`config.mk`:
```
export PLATFORM = sky130hd
export DESIGN_NAME = pc_fetch_unit
export DESIGN_NICKNAME = d
export VERILOG_FILES = /design/src/rtl/pc_pkg.sv /design/src/rtl/pc_fetch_unit_btb.sv /design/src/rtl/pc_fetch_unit.sv
export SDC_FILE = /design/constraint.sdc
export NUM_CORES = 1
export LEC_CHECK = 0
export CORE_ASPECT_RATIO = 1.2
export CORE_UTILIZATION = 34
export CTS_CLUSTER_DIAMETER = 200
export DETAILED_ROUTE_END_ITERATION = 8
export MAX_ROUTING_LAYER = met4
export PLACE_DENSITY = 0.81
export SETUP_SLACK_MARGIN = 0.05
export SKIP_LAST_GASP = 1
export SLEW_MARGIN = 20
export SYNTH_ARGS = -nofsm -noshare
export SYNTH_HDL_FRONTEND = slang
export SYNTH_SLANG_ARGS = --single-unit
```
`constraint.sdc`:
```
create_clock -name clk -period 2.5 [get_ports clk]
set_clock_uncertainty 0.15 [all_clocks]
set_input_delay 0.5 -clock clk [delete_from_list [all_inputs] [get_ports clk]]
set_output_delay 0.5 -clock clk [all_outputs]
set_load 0.02 [all_outputs]
```
`src/rtl/pc_pkg.sv`:
```
// Shared types and helpers for the fetch-stage program counter.
// The PC_BTB_EN macro adds a direct-mapped branch target buffer to pc_fetch_unit.
package pc_pkg;

    typedef enum logic [1:0] {
        BOOT,
        RUN,
        HALT
    } pc_state_e;

    typedef enum logic [2:0] {
        SEL_HOLD,
        SEL_SEQ,
        SEL_BTB,
        SEL_REDIR,
        SEL_TRAP
    } pc_sel_e;

    localparam int ALIGN_BITS = 2;

    function automatic int btb_idx_w(input int entries);
        return $clog2(entries);
    endfunction

    function automatic int btb_tag_w(input int width, input int entries);
        return width - $clog2(entries) - ALIGN_BITS;
    endfunction

endpackage

```
`src/rtl/pc_fetch_unit_btb.sv`:
```
// Direct-mapped branch target buffer: combinational lookup on the current PC,
// write/invalidate on the training port at the clock edge (lookup sees old contents).
module pc_btb
    import pc_pkg::*;
#(
    parameter int WIDTH   = 32,
    parameter int ENTRIES = 16
) (
    input  logic             clk,
    input  logic             rst,
    input  logic [WIDTH-1:0] pc,
    output logic             hit,
    output logic [WIDTH-1:0] target,
    input  logic             upd_valid,
    input  logic [WIDTH-1:0] upd_pc,
    input  logic [WIDTH-1:0] upd_target,
    input  logic             upd_taken
);

    localparam int IDX_W = btb_idx_w(ENTRIES);
    localparam int TAG_W = btb_tag_w(WIDTH, ENTRIES);

    logic [ENTRIES-1:0] valid;
    logic [TAG_W-1:0]   tags    [ENTRIES];
    logic [WIDTH-1:0]   targets [ENTRIES];

    logic [IDX_W-1:0] lk_idx;
    logic [IDX_W-1:0] up_idx;
    logic [TAG_W-1:0] lk_tag;
    logic [TAG_W-1:0] up_tag;
    logic             unused_low_bits;

    assign lk_idx = pc[IDX_W+ALIGN_BITS-1:ALIGN_BITS];
    assign lk_tag = pc[WIDTH-1:IDX_W+ALIGN_BITS];
    assign up_idx = upd_pc[IDX_W+ALIGN_BITS-1:ALIGN_BITS];
    assign up_tag = upd_pc[WIDTH-1:IDX_W+ALIGN_BITS];
    assign unused_low_bits = &{1'b0, pc[ALIGN_BITS-1:0], upd_pc[ALIGN_BITS-1:0]};

    assign hit    = valid[lk_idx] && (tags[lk_idx] == lk_tag);
    assign target = targets[lk_idx];

    always_ff @(posedge clk) begin
        if (rst) begin
            valid <= '0;
        end else if (upd_valid) begin
            if (upd_taken) begin
                valid[up_idx] <= 1'b1;
            end else if (tags[up_idx] == up_tag) begin
                valid[up_idx] <= 1'b0;
            end
        end
    end

    // Tag/target arrays need no reset: valid bits gate every use.
    always_ff @(posedge clk) begin
        if (!rst && upd_valid && upd_taken) begin
            tags[up_idx]    <= up_tag;
            targets[up_idx] <= upd_target;
        end
    end

endmodule

```
`src/rtl/pc_fetch_unit.sv`:
```
// Fetch-stage program counter with stall, imem handshake, trap/redirect priority and halt.
// Define PC_BTB_EN to compile in the pc_btb predictor; otherwise pred_taken_o is tied low.
//   state | meaning
//   BOOT  | one cycle after reset, pc = RESET_VECTOR, no request
//   RUN   | fetching, imem_req_o = 1
//   HALT  | stopped, waits for a trap or aligned redirect
module pc_fetch_unit
    import pc_pkg::*;
#(
    parameter int               WIDTH        = 32,
    parameter logic [WIDTH-1:0] RESET_VECTOR = '0,
    parameter int               STEP         = 4,
    parameter int               BTB_ENTRIES  = 16
) (
    input  logic             clk,
    input  logic             rst,
    input  logic             stall_i,
    input  logic             halt_i,
    input  logic             redirect_valid_i,
    input  logic [WIDTH-1:0] redirect_target_i,
    input  logic             trap_valid_i,
    input  logic [WIDTH-1:0] trap_vector_i,
    output logic             imem_req_o,
    output logic [WIDTH-1:0] imem_addr_o,
    input  logic             imem_ready_i,
    output logic [WIDTH-1:0] pc_o,
    output logic [WIDTH-1:0] pc_plus_step_o,
    output logic             misaligned_o,
    output logic             pred_taken_o,
    input  logic             btb_upd_valid_i,
    input  logic [WIDTH-1:0] btb_upd_pc_i,
    input  logic [WIDTH-1:0] btb_upd_target_i,
    input  logic             btb_upd_taken_i
);

    pc_state_e        state;
    pc_sel_e          sel;
    logic [WIDTH-1:0] pc;
    logic [WIDTH-1:0] next_pc;
    logic             accept;
    logic             redir_aligned;
    logic             redir_taken;
    logic             btb_hit;
    logic [WIDTH-1:0] btb_target;

`ifdef PC_BTB_EN
    pc_btb #(
        .WIDTH   (WIDTH),
        .ENTRIES (BTB_ENTRIES)
    ) u_btb (
        .clk        (clk),
        .rst        (rst),
        .pc         (pc),
        .hit        (btb_hit),
        .target     (btb_target),
        .upd_valid  (btb_upd_valid_i),
        .upd_pc     (btb_upd_pc_i),
        .upd_target (btb_upd_target_i),
        .upd_taken  (btb_upd_taken_i)
    );
`else
    logic unused_btb;
    assign btb_hit    = 1'b0;
    assign btb_target = '0;
    assign unused_btb = &{1'b0, btb_upd_valid_i, btb_upd_pc_i, btb_upd_target_i,
                          btb_upd_taken_i, BTB_ENTRIES[0]};
`endif

    assign imem_req_o     = (state == RUN);
    assign accept         = imem_req_o & imem_ready_i & ~stall_i;
    assign redir_aligned  = (redirect_target_i[ALIGN_BITS-1:0] == '0);
    assign redir_taken    = trap_valid_i | (redirect_valid_i & redir_aligned);
    assign pc_plus_step_o = pc + WIDTH'(STEP);
    assign pc_o           = pc;
    assign imem_addr_o    = pc;
    assign pred_taken_o   = (sel == SEL_BTB);

    always_comb begin
        sel = SEL_HOLD;
        if (trap_valid_i) begin
            sel = SEL_TRAP;
        end else if (redirect_valid_i) begin
            sel = redir_aligned ? SEL_REDIR : SEL_HOLD;
        end else if (accept) begin
            sel = btb_hit ? SEL_BTB : SEL_SEQ;
        end
    end

    always_comb begin
        next_pc = pc;
        case (sel)
            SEL_TRAP:  next_pc = {trap_vector_i[WIDTH-1:ALIGN_BITS], {ALIGN_BITS{1'b0}}};
            SEL_REDIR: next_pc = redirect_target_i;
            SEL_BTB:   next_pc = btb_target;
            SEL_SEQ:   next_pc = pc_plus_step_o;
            default:   next_pc = pc;
        endcase
    end

    always_ff @(posedge clk) begin
        if (rst) begin
            state        <= BOOT;
            pc           <= RESET_VECTOR;
            misaligned_o <= 1'b0;
        end else begin
            pc           <= next_pc;
            misaligned_o <= redirect_valid_i & ~trap_valid_i & ~redir_aligned;
            case (state)
                BOOT: state <= RUN;
                RUN: begin
                    // Halt waits only on an outstanding not-ready request; any redirect overrides it.
                    if (halt_i && !redirect_valid_i && !trap_valid_i && imem_ready_i) begin
                        state <= HALT;
                    end
                end
                HALT: begin
                    if (redir_taken) begin
                        state <= RUN;
                    end
                end
                default: state <= BOOT;
            endcase
        end
    end

endmodule

```
==> impl_metrics.py, run 1 <==
metrics = {
    "worst_setup_path": {
        "path_cells": "buf_6 > nand4_1 > buf_4 > nor3_4 > nand4_2 > xnor2_1 > buf_4",
        "reg2reg_from": "imem_addr_o[2]",
        "end_kind": "output pin",
        "cp.required_ns": 1.85,
        "crit_start": "imem_addr_o[2]",
        "cp_slowest_cell": "dfxtp_2",
        "critical_path_buf_inv_count": 3,
        "path_common_cell": "buf_4",
        "critPathMaxFanout": 3,
        "crit_arrival_ns": 1.82,
        "path_class": "flip-flop to output pin",
        "start_kind": "flip-flop",
        "path_delay_family": "simple AND/OR/NAND/NOR gates",
        "cp_slowest_stage_delay_ns": 0.36,
    },
    "die": {
        "die-width_um": 87.4,
        "start_util_pct": 34.9,
        "dieArea_um2": 9130,
        "core_region_area_um2": 8520,
        "chipHeight_um": 104,
        "ios": 236,
        "rows": 37,
    },
    "synth": {
        "synth_nets": 507,
        "synthCells": 369,
        "synth_top_family_by_area": "compound AO/OA/AOI/OAI gates",
        "async_flop_share_pct": 0,
        "yosysSeqAreaShare_pct": 23.6,
        "synthAdderAreaFrac_pct": 0.421,
        "yosys.area_share.simple_pct": 25.5,
        "synthFlopType": "dfxtp_1",
        "synth_edf_count": 0,
        "synthMuxAreaShare_pct": 0,
        "syn_avg_cell_area_um2": 8.06,
        "ys_warn_count": 0,
        "yosys.area_share.xor_xnor_pct": 10.6,
        "ys_types": 65,
        "synth_area_um2": 2970,
        "synth-compound-area-share_pct": 25.6,
        "synth-seq-cells": 35,
    },
    "power_and_ir_drop": {
        "power_density_nw_per_um2": 366,
        "p_leak_uw": 0.00229,
        "ir_drop_uv": 235,
    },
    "clock_network": {
        "clk_pin_slew_ns": 0.07,
        "cts_htree_levels": 2,
        "cts_buffers": 5,
        "cts_tree": "yes",
        "cts_root_buffer": "clkbuf_8",
        "ctsLongestPathBuffers": 2,
        "cts_sinks": 35,
        "clock_latency_ns": 0.28,
    },
    "grt": {
        "grt_pass1_wl_um": 18100,
        "grt_max_degree": 28,
        "grt_usage_pct": 26.1,
        "grt_pass1_vias": 3726,
        "antenna_found_initial": 0,
        "grt_overflow": 0,
    },
    "cells_and_area": {
        "insertedDiodeCount": 0,
        "final_cells": 690,
        "final_common_cell": "clkdlybuf4s50_1",
        "finalNetCount": 712,
        "area_delta_synth_final_pct": 78.0,
        "final_cell_mix": "139 x clkdlybuf4s50_1, 99 x buf_4, 28 x nand2_1",
        "layout-drive-gt1-share_pct": 30.5,
    },
    "timing": {
        "clock.fmax_mhz": 404,
        "finalHoldViolCount": 0,
        "min_period_ns": 2.47,
        "finalMaxSlewViolations": 0,
        "layout_setup_ws_ns": 0.0270,
        "final-setup-viol-count": 0,
        "min_period_over_period_pct": 98.9,
        "grt_setup_unrepaired": "true",
    },
    "drt": {
        "wl_per_cell_um": 17.5,
        "drc": 0,
        "routed_wl_um": 12000,
        "ant_nets": 0,
        "drtPass1Iterations": 4,
        "drt_iter0_markers": 153,
        "num_vias": 3727,
        "vias_per_cell": 5.40,
    },
    "worst_hold_path": {
        "hp-class": "flip-flop to flip-flop",
        "hold_start": "imem_addr_o[1]",
    },
    "placement": {
        "place.gp.congestion": 0.970,
        "dp_cells": 669,
        "hpwl_um": 8980,
        "pre_cts_slack_ns": -0.259,
        "io_buffers": 166,
    },
    "flow_run": {
        "cap_violations": 0,
    },
    "status": {
        "status": "completed",
    },
}
==> what timing repair did <==
item,in CTS,in global routing
cloned,1,0
resized for setup,119,37
endpoints found under the setup margin,27,28
pin swaps,13,15
hold buffers,0,0
setup buffers,5,9
==> layout make-up <==
cell class / count / area, µm²
Clock buffer: 6 / 72.6
Fill cell: 752 / 3220
Inverter: 6 / 22.5
Multi-Input combinational cell: 265 / 1980
Sequential cell: 35 / 718
Tap cell: 117 / 146
Timing Repair Buffer: 261 / 2360
==> per-layer routing <==
| layer | routed length, µm | GRT usage (%) |
|---|---|---|
| met1 | 4660 | 29.0 |
| met2 | 6040 | 45.6 |
| met3 | 927 | 4.29 |
| met4 | 424 | 9.95 |
| met5 | 0 | - |
==> report_power, final <==
part           internal (µW)  switching [µW]  total (µW)  leakage, µW
logic                    470             445         915      0.00196
clock network            186             195         381    0.0000371
registers                603            39.0         642     0.000294
==> per-stage QoR <==
step           TNS, ns  cell area (µm²)  hold slack, ns  util [%]  total power (µW)
6_report             0             5300           0.365      62.2              1940
5_1_grt         -0.145             5300           0.391      62.2              2020
4_1_cts              0             5190           0.366      60.9              1920
3_5_place_dp     -3.44             5060           0.356      59.4              1550
3_3_place_gp     -2.83             5060           0.349      59.4              1540
2_1_floorplan        0             2990           0.341         -              1100
==> cells by family after synthesis <==
group                      count (synthesis)
other                                      1
adders and majority gates                  1
buffers and inverters                     69
and+or+nand+nor                          132
AOI/OAI and AO/OA                        100
xor gates and xnor gates                  31
DFF                                       35
==> state kept, by name (all words and copies together) (netlist names) <==
register      count
imem_addr_o      32
misaligned_o      1
state             2
==> final timing paths <==
kind         slack [ns]                 end  cells past startpoint
min                0.36      imem_addr_o[1]                      1
max                0.03  pc_plus_step_o[21]                      7
min reg2reg        0.36      imem_addr_o[1]                      1
max reg2reg        0.22     imem_addr_o[21]                      9
==> Yosys cell counts (3+ instances only) <==
master,instances,area [µm²]
buf_2,12,60.1
nand2_1,30,113
clkbuf_1,14,52.6
nand3_1,16,80.1
o211ai_1,9,67.6
and3_1,13,81.3
o22ai_1,3,18.8
dfxtp_1,35,701
inv_1,6,22.5
nand4_1,13,81.3
nor3_1,7,35.0
nor2_1,25,93.8
xor2_1,4,35.0
xnor2_2,6,97.6
a41o_1,8,80.1
o221ai_1,3,26.3
xnor2_1,21,184
a221oi_1,4,35.0
a2111oi_2,3,45.0
buf_4,35,263
and4_1,4,35.0
o211a_1,8,80.1
o21ai_0,13,65.1
a21oi_1,24,120
Power figures use the tool's default switching activity.
==> run 2, diff against run 1 <==
--- a/config.mk
+++ b/config.mk
@@ -6,6 +6,7 @@
 export NUM_CORES = 1
 export LEC_CHECK = 0
 export CORE_ASPECT_RATIO = 1.2
+export CORE_MARGIN = 10
 export CORE_UTILIZATION = 34
 export CTS_CLUSTER_DIAMETER = 200
 export DETAILED_ROUTE_END_ITERATION = 8
==> impl_metrics.py, run 2 (same netlist as run 1, synthesis figures left out) <==
metrics = {
    "status": {
        "status": "completed",
    },
    "worst_setup_path": {
        "path_cells": "buf_6 > nand4_1 > buf_4 > nor3_4 > buf_4 > nand2_2 > xnor2_2 > buf_4",
        "critPathMaxFanout": 3,
        "end_kind": "output pin",
        "reg2regPathDepth": 10,
        "cp_slowest_stage_delay_ns": 0.37,
        "cp_slowest_cell": "dfxtp_4",
        "cp.required_ns": 1.85,
        "crit_arrival_ns": 1.84,
        "path_class": "flip-flop to output pin",
        "reg2reg_from": "imem_addr_o[3]",
        "r2r_slack_ns": 0.26,
        "start_kind": "flip-flop",
        "worstReg2RegEnd": "imem_addr_o[21]",
        "path_common_cell": "buf_4",
    },
    "timing": {
        "finalHoldViolCount": 0,
        "min_period_ns": 2.49,
        "final.setup.tns_ns": 0,
        "min_period_over_period_pct": 99.5,
        "fin_hold_ws_ns": 0.366,
        "final-setup-viol-count": 0,
        "grt_setup_unrepaired": "true",
        "finalMaxSlewViolations": 0,
        "clock.fmax_mhz": 402,
    },
    "placement": {
        "place.gp.congestion": 0.941,
        "io_buffers": 166,
        "hpwl_um": 10300,
        "place_area_um2": 5050,
    },
    "cells_and_area": {
        "insertedDiodeCount": 0,
        "finalNetCount": 713,
        "final_cell_mix": "138 x clkdlybuf4s50_1, 101 x buf_4, 28 x nand2_1",
        "multi_input_comb_area_um2": 2040,
        "design_area_um2": 5400,
        "final_common_cell": "clkdlybuf4s50_1",
        "layout-drive-gt1-share_pct": 31.9,
        "area_delta_synth_final_pct": 81.7,
        "fillers": 707,
        "largest_reg_flops": 32,
        "seq_area_um2": 724,
    },
    "power_and_ir_drop": {
        "power_density_nw_per_um2": 380,
        "combPwrFrac_pct": 45.6,
        "ir_drop_uv": 270,
        "p_seq_share_pct": 31.4,
        "p_clk_share_pct": 23.0,
        "p_sw_share_pct": 35.2,
        "p_sw_uw": 722,
        "p_leak_uw": 0.00239,
        "internal-power_uw": 1330,
    },
    "grt": {
        "grt_usage_pct": 20.1,
        "grt_pass1_vias": 3961,
        "grt_max_degree": 27,
        "antenna_found_initial": 0,
        "grt_overflow": 0,
        "grt_pass1_wl_um": 20700,
    },
    "worst_hold_path": {
        "hp-class": "flip-flop to flip-flop",
        "holdPathStages": 1,
        "hold_end": "imem_addr_o[0]",
        "hold_start": "imem_addr_o[0]",
    },
    "drt": {
        "num_vias": 3759,
        "routed_wl_um": 13700,
        "drtPass1Iterations": 4,
        "vias_per_cell": 5.42,
        "ant_nets": 0,
        "wl_per_cell_um": 19.8,
        "drt_iter0_markers": 141,
        "drc": 0,
    },
    "die": {
        "start_util_pct": 34.7,
        "ios": 236,
        "core_region_area_um2": 8560,
        "chipHeight_um": 122,
        "rows": 37,
        "die-width_um": 105,
        "dieArea_um2": 12900,
    },
    "clock_network": {
        "clk_pin_slew_ns": 0.08,
        "clock_latency_ns": 0.29,
        "cts_root_buffer": "clkbuf_8",
        "cts_htree_levels": 2,
        "cts_sinks": 35,
        "cts_buffers": 5,
        "cts_tree": "yes",
        "ctsLongestPathBuffers": 2,
    },
    "flow_run": {
        "cap_violations": 0,
    },
}
run 2: changes by cell type in the layout (fill, tap and decap cells not counted), sizes merged:
cell and delta:
clkdlybuf4s50 -1, buf +4, dlygate4sd2 -1, clkbuf -1
dlymetal6s2s +2
run 2: what timing repair did:
| item | CTS | global route |
|---|---|---|
| hold buffers | 0 | 0 |
| setup buffers | 6 | 9 |
| setup endpoints to repair | 26 | 27 |
| pin swaps | 6 | 17 |
| gates cloned | 0 | 1 |
| resized for setup | 117 | 56 |
run 2: worst max path at each step:
stage / startpoint / end / slack (ns) / cells past startpoint
2_1_floorplan: imem_addr_o[3] / pc_plus_step_o[22] / 0.05 / 5
3_3_place_gp: imem_addr_o[2] / pc_plus_step_o[28] / -0.22 / 7
3_5_place_dp: imem_addr_o[2] / pc_plus_step_o[26] / -0.23 / 7
4_1_cts: imem_addr_o[21] / pc_plus_step_o[26] / -0.08 / 6
5_1_grt: redirect_valid_i / imem_addr_o[13] / -0.09 / 7
6_report: imem_addr_o[3] / pc_plus_step_o[19] / 0.01 / 8
run 2: metrics by stage:
stage               cells  power [µW]  setup slack [ns]  util, %
floorplan             369        1100            0.0546        -
global placement      669        1550            -0.221     58.9
detailed placement    669        1570            -0.232     58.9
CTS                   683        2030           -0.0754     60.9
global route          693        2150           -0.0871     63.1
finish                693        2050            0.0116     63.1
run 2: routing by layer:
layer  wire length (µm)  global-route usage, %
met4                415                   6.27
met1               5140                   21.0
met3               1170                   5.93
met2               6990                   35.9
met5                  0                      -
run 2: area by class of cell:
cell class / count / area share (%)
Clock buffer: 8 / 1.85
Tap cell: 117 / 2.71
Multi-Input combinational cell: 265 / 37.8
Sequential cell: 35 / 13.4
Timing Repair Buffer: 262 / 43.8
Inverter: 6 / 0.417
run 2: power groups by stage:
stage | Clock, µW | Combinational [µW] | Sequential [µW]
after global routing | 511 | 996 | 648
after CTS | 477 | 919 | 635
after detailed placement | 0 | 926 | 645
after floorplan | 0 | 378 | 726
after global placement | 0 | 910 | 641
final | 472 | 936 | 645
run 2: critical path, delay by kind of cell (launching register included):
kind          cells  cell delay (ns)
buf+inv           4             0.64
xor+xnor          1             0.16
flops             1             0.37
simple gates      3             0.38
==> run 3, diff against run 2 <==
--- a/config.mk
+++ b/config.mk
@@ -5,7 +5,6 @@
 export SDC_FILE = /design/constraint.sdc
 export NUM_CORES = 1
 export LEC_CHECK = 0
-export CORE_ASPECT_RATIO = 1.2
 export CORE_MARGIN = 10
 export CORE_UTILIZATION = 34
 export CTS_CLUSTER_DIAMETER = 200
==> impl_metrics.py, run 3 (same netlist as run 1, synthesis figures left out) <==
metrics = {
    "placement": {
        "place.gp.congestion": 0.881,
        "io_buffers": 166,
        "hpwl_um": 10100,
        "dp_cells": 655,
        "pre_cts_slack_ns": -0.227,
    },
    "drt": {
        "num_vias": 3609,
        "drc": 0,
        "routed_wl_um": 12800,
        "vias_per_cell": 5.39,
        "drt_iter0_markers": 160,
        "wl_per_cell_um": 19.1,
        "drtPass1Iterations": 4,
        "ant_nets": 0,
    },
    "cells_and_area": {
        "area_delta_synth_final_pct": 73.5,
        "final_cells": 669,
        "multi_input_comb_area_um2": 1990,
        "layout-drive-gt1-share_pct": 28.2,
        "fillers": 780,
        "final_cell_mix": "139 x clkdlybuf4s50_1, 89 x buf_4, 29 x dfxtp_1",
        "seq_area_um2": 708,
        "insertedDiodeCount": 0,
        "final_common_cell": "clkdlybuf4s50_1",
        "finalNetCount": 698,
        "largest_reg_flops": 32,
    },
    "worst_setup_path": {
        "cp_slowest_cell": "dfxtp_1",
        "critPathMaxFanout": 4,
        "critical_path_buf_inv_count": 3,
        "r2r_slack_ns": 0.29,
        "cp.required_ns": 1.85,
        "worstReg2RegEnd": "imem_addr_o[21]",
        "end_kind": "output pin",
        "reg2regPathDepth": 9,
        "reg2reg_from": "imem_addr_o[2]",
        "path_common_cell": "buf_4",
        "cp_slowest_stage_delay_ns": 0.33,
        "crit_arrival_ns": 1.82,
        "path_cells": "ha_1 > nand3_4 > buf_4 > nor4_4 > buf_4 > xor2_1 > buf_2",
        "path_delay_family": "buffers and inverters",
        "start_kind": "flip-flop",
        "worst-path-stages": 7,
        "path_class": "flip-flop to output pin",
    },
    "clock_network": {
        "clk_pin_slew_ns": 0.08,
        "cts_buffers": 5,
        "cts_sinks": 35,
        "ctsLongestPathBuffers": 2,
        "cts_root_buffer": "clkbuf_8",
        "cts_tree": "yes",
        "cts_htree_levels": 2,
        "clock_latency_ns": 0.29,
    },
    "timing": {
        "clock.fmax_mhz": 404,
        "final-setup-viol-count": 0,
        "grt_setup_unrepaired": "true",
        "min_period_ns": 2.47,
        "min_period_over_period_pct": 98.9,
        "finalMaxSlewViolations": 0,
        "layout_setup_ws_ns": 0.0270,
        "finalHoldViolCount": 0,
    },
    "power_and_ir_drop": {
        "power_density_nw_per_um2": 377,
        "ir_drop_uv": 224,
        "p_seq_share_pct": 32.7,
        "p_leak_uw": 0.00227,
        "p_sw_share_pct": 35.5,
        "p_sw_uw": 692,
        "combPwrFrac_pct": 46.5,
        "p_clk_share_pct": 20.8,
        "internal-power_uw": 1250,
    },
    "grt": {
        "met1_usage_pct": 21.4,
        "busiest_layer": "met2",
        "grt_pass1_wl_um": 20000,
        "grt_usage_pct": 19.4,
        "grt_pass1_vias": 3841,
        "grtUsageMet3_pct": 5.35,
        "grt_overflow": 0,
        "grt.met2_usage_pct": 33.5,
        "grt_max_degree": 26,
        "antenna_found_initial": 0,
    },
    "die": {
        "chipHeight_um": 114,
        "start_util_pct": 34.4,
        "rows": 34,
        "core_region_area_um2": 8640,
        "ios": 236,
        "die-width_um": 114,
        "dieArea_um2": 12900,
    },
    "flow_run": {
        "cap_violations": 0,
    },
    "worst_hold_path": {
        "hp-class": "flip-flop to flip-flop",
        "holdPathStages": 1,
        "hold_end": "imem_addr_o[1]",
        "hold_start": "imem_addr_o[1]",
    },
    "status": {
        "status": "completed",
    },
}
## run 3: final cells by class
cell class	count	share of cell area, %
clock buffer	7	1.48
clock inverter	1	0.0970
inverter	6	0.436
tap	108	2.62
multi-input combinational	265	38.7
sequential	35	13.7
timing repair buffer	247	43.0
## run 3: routing by layer
metal,up-vias,wire (µm)
met5,-,0
met4,0,181
met3,19,1060
met2,162,6510
met1,1714,5010
li1,1714,-
## run 3: worst max-delay path by stage
stage / slack, ns / from / to
3_3_place_gp: -0.19 / imem_addr_o[2] / pc_plus_step_o[16]
5_1_grt: -0.08 / imem_addr_o[2] / pc_plus_step_o[16]
3_5_place_dp: -0.23 / imem_addr_o[2] / pc_plus_step_o[16]
2_1_floorplan: 0.05 / imem_addr_o[3] / pc_plus_step_o[22]
4_1_cts: -0.20 / imem_addr_o[2] / pc_plus_step_o[16]
6_report: 0.03 / imem_addr_o[3] / pc_plus_step_o[16]
## run 3: power groups by stage
stage / Sequential [µW] / Clock, µW / Combinational [µW]
after floorplan: 726 / 0 / 378
final: 636 / 404 / 906
after CTS: 631 / 415 / 903
after global placement: 641 / 0 / 902
after detailed placement: 643 / 0 / 915
after global routing: 641 / 436 / 969
## run 3: what timing repair did
| item | 4_1_cts | 5_1_grt |
|---|---|---|
| gates resized for setup | 86 | 58 |
| pin swaps | 2 | 9 |
| hold endpoints to repair | 0 | 0 |
| buffers inserted | 1 | 4 |
| hold buffers | 0 | 0 |
| gates cloned | 0 | 1 |
| setup endpoints to repair | 26 | 27 |
## run 3: through the flow
stage / hold slack (ns) / instance area, µm² / utilization [%] / setup TNS, ns / power, µW
final: 0.362 / 5160 / 59.8 / 0 / 1950
after global routing: 0.388 / 5160 / 59.8 / -0.628 / 2050
after CTS: 0.369 / 5070 / 58.7 / -0.893 / 1950
after detailed placement: 0.354 / 4980 / 57.7 / -2.62 / 1560
after global placement: 0.347 / 4980 / 57.7 / -1.80 / 1540
after floorplan: 0.341 / 2990 / - / 0 / 1100
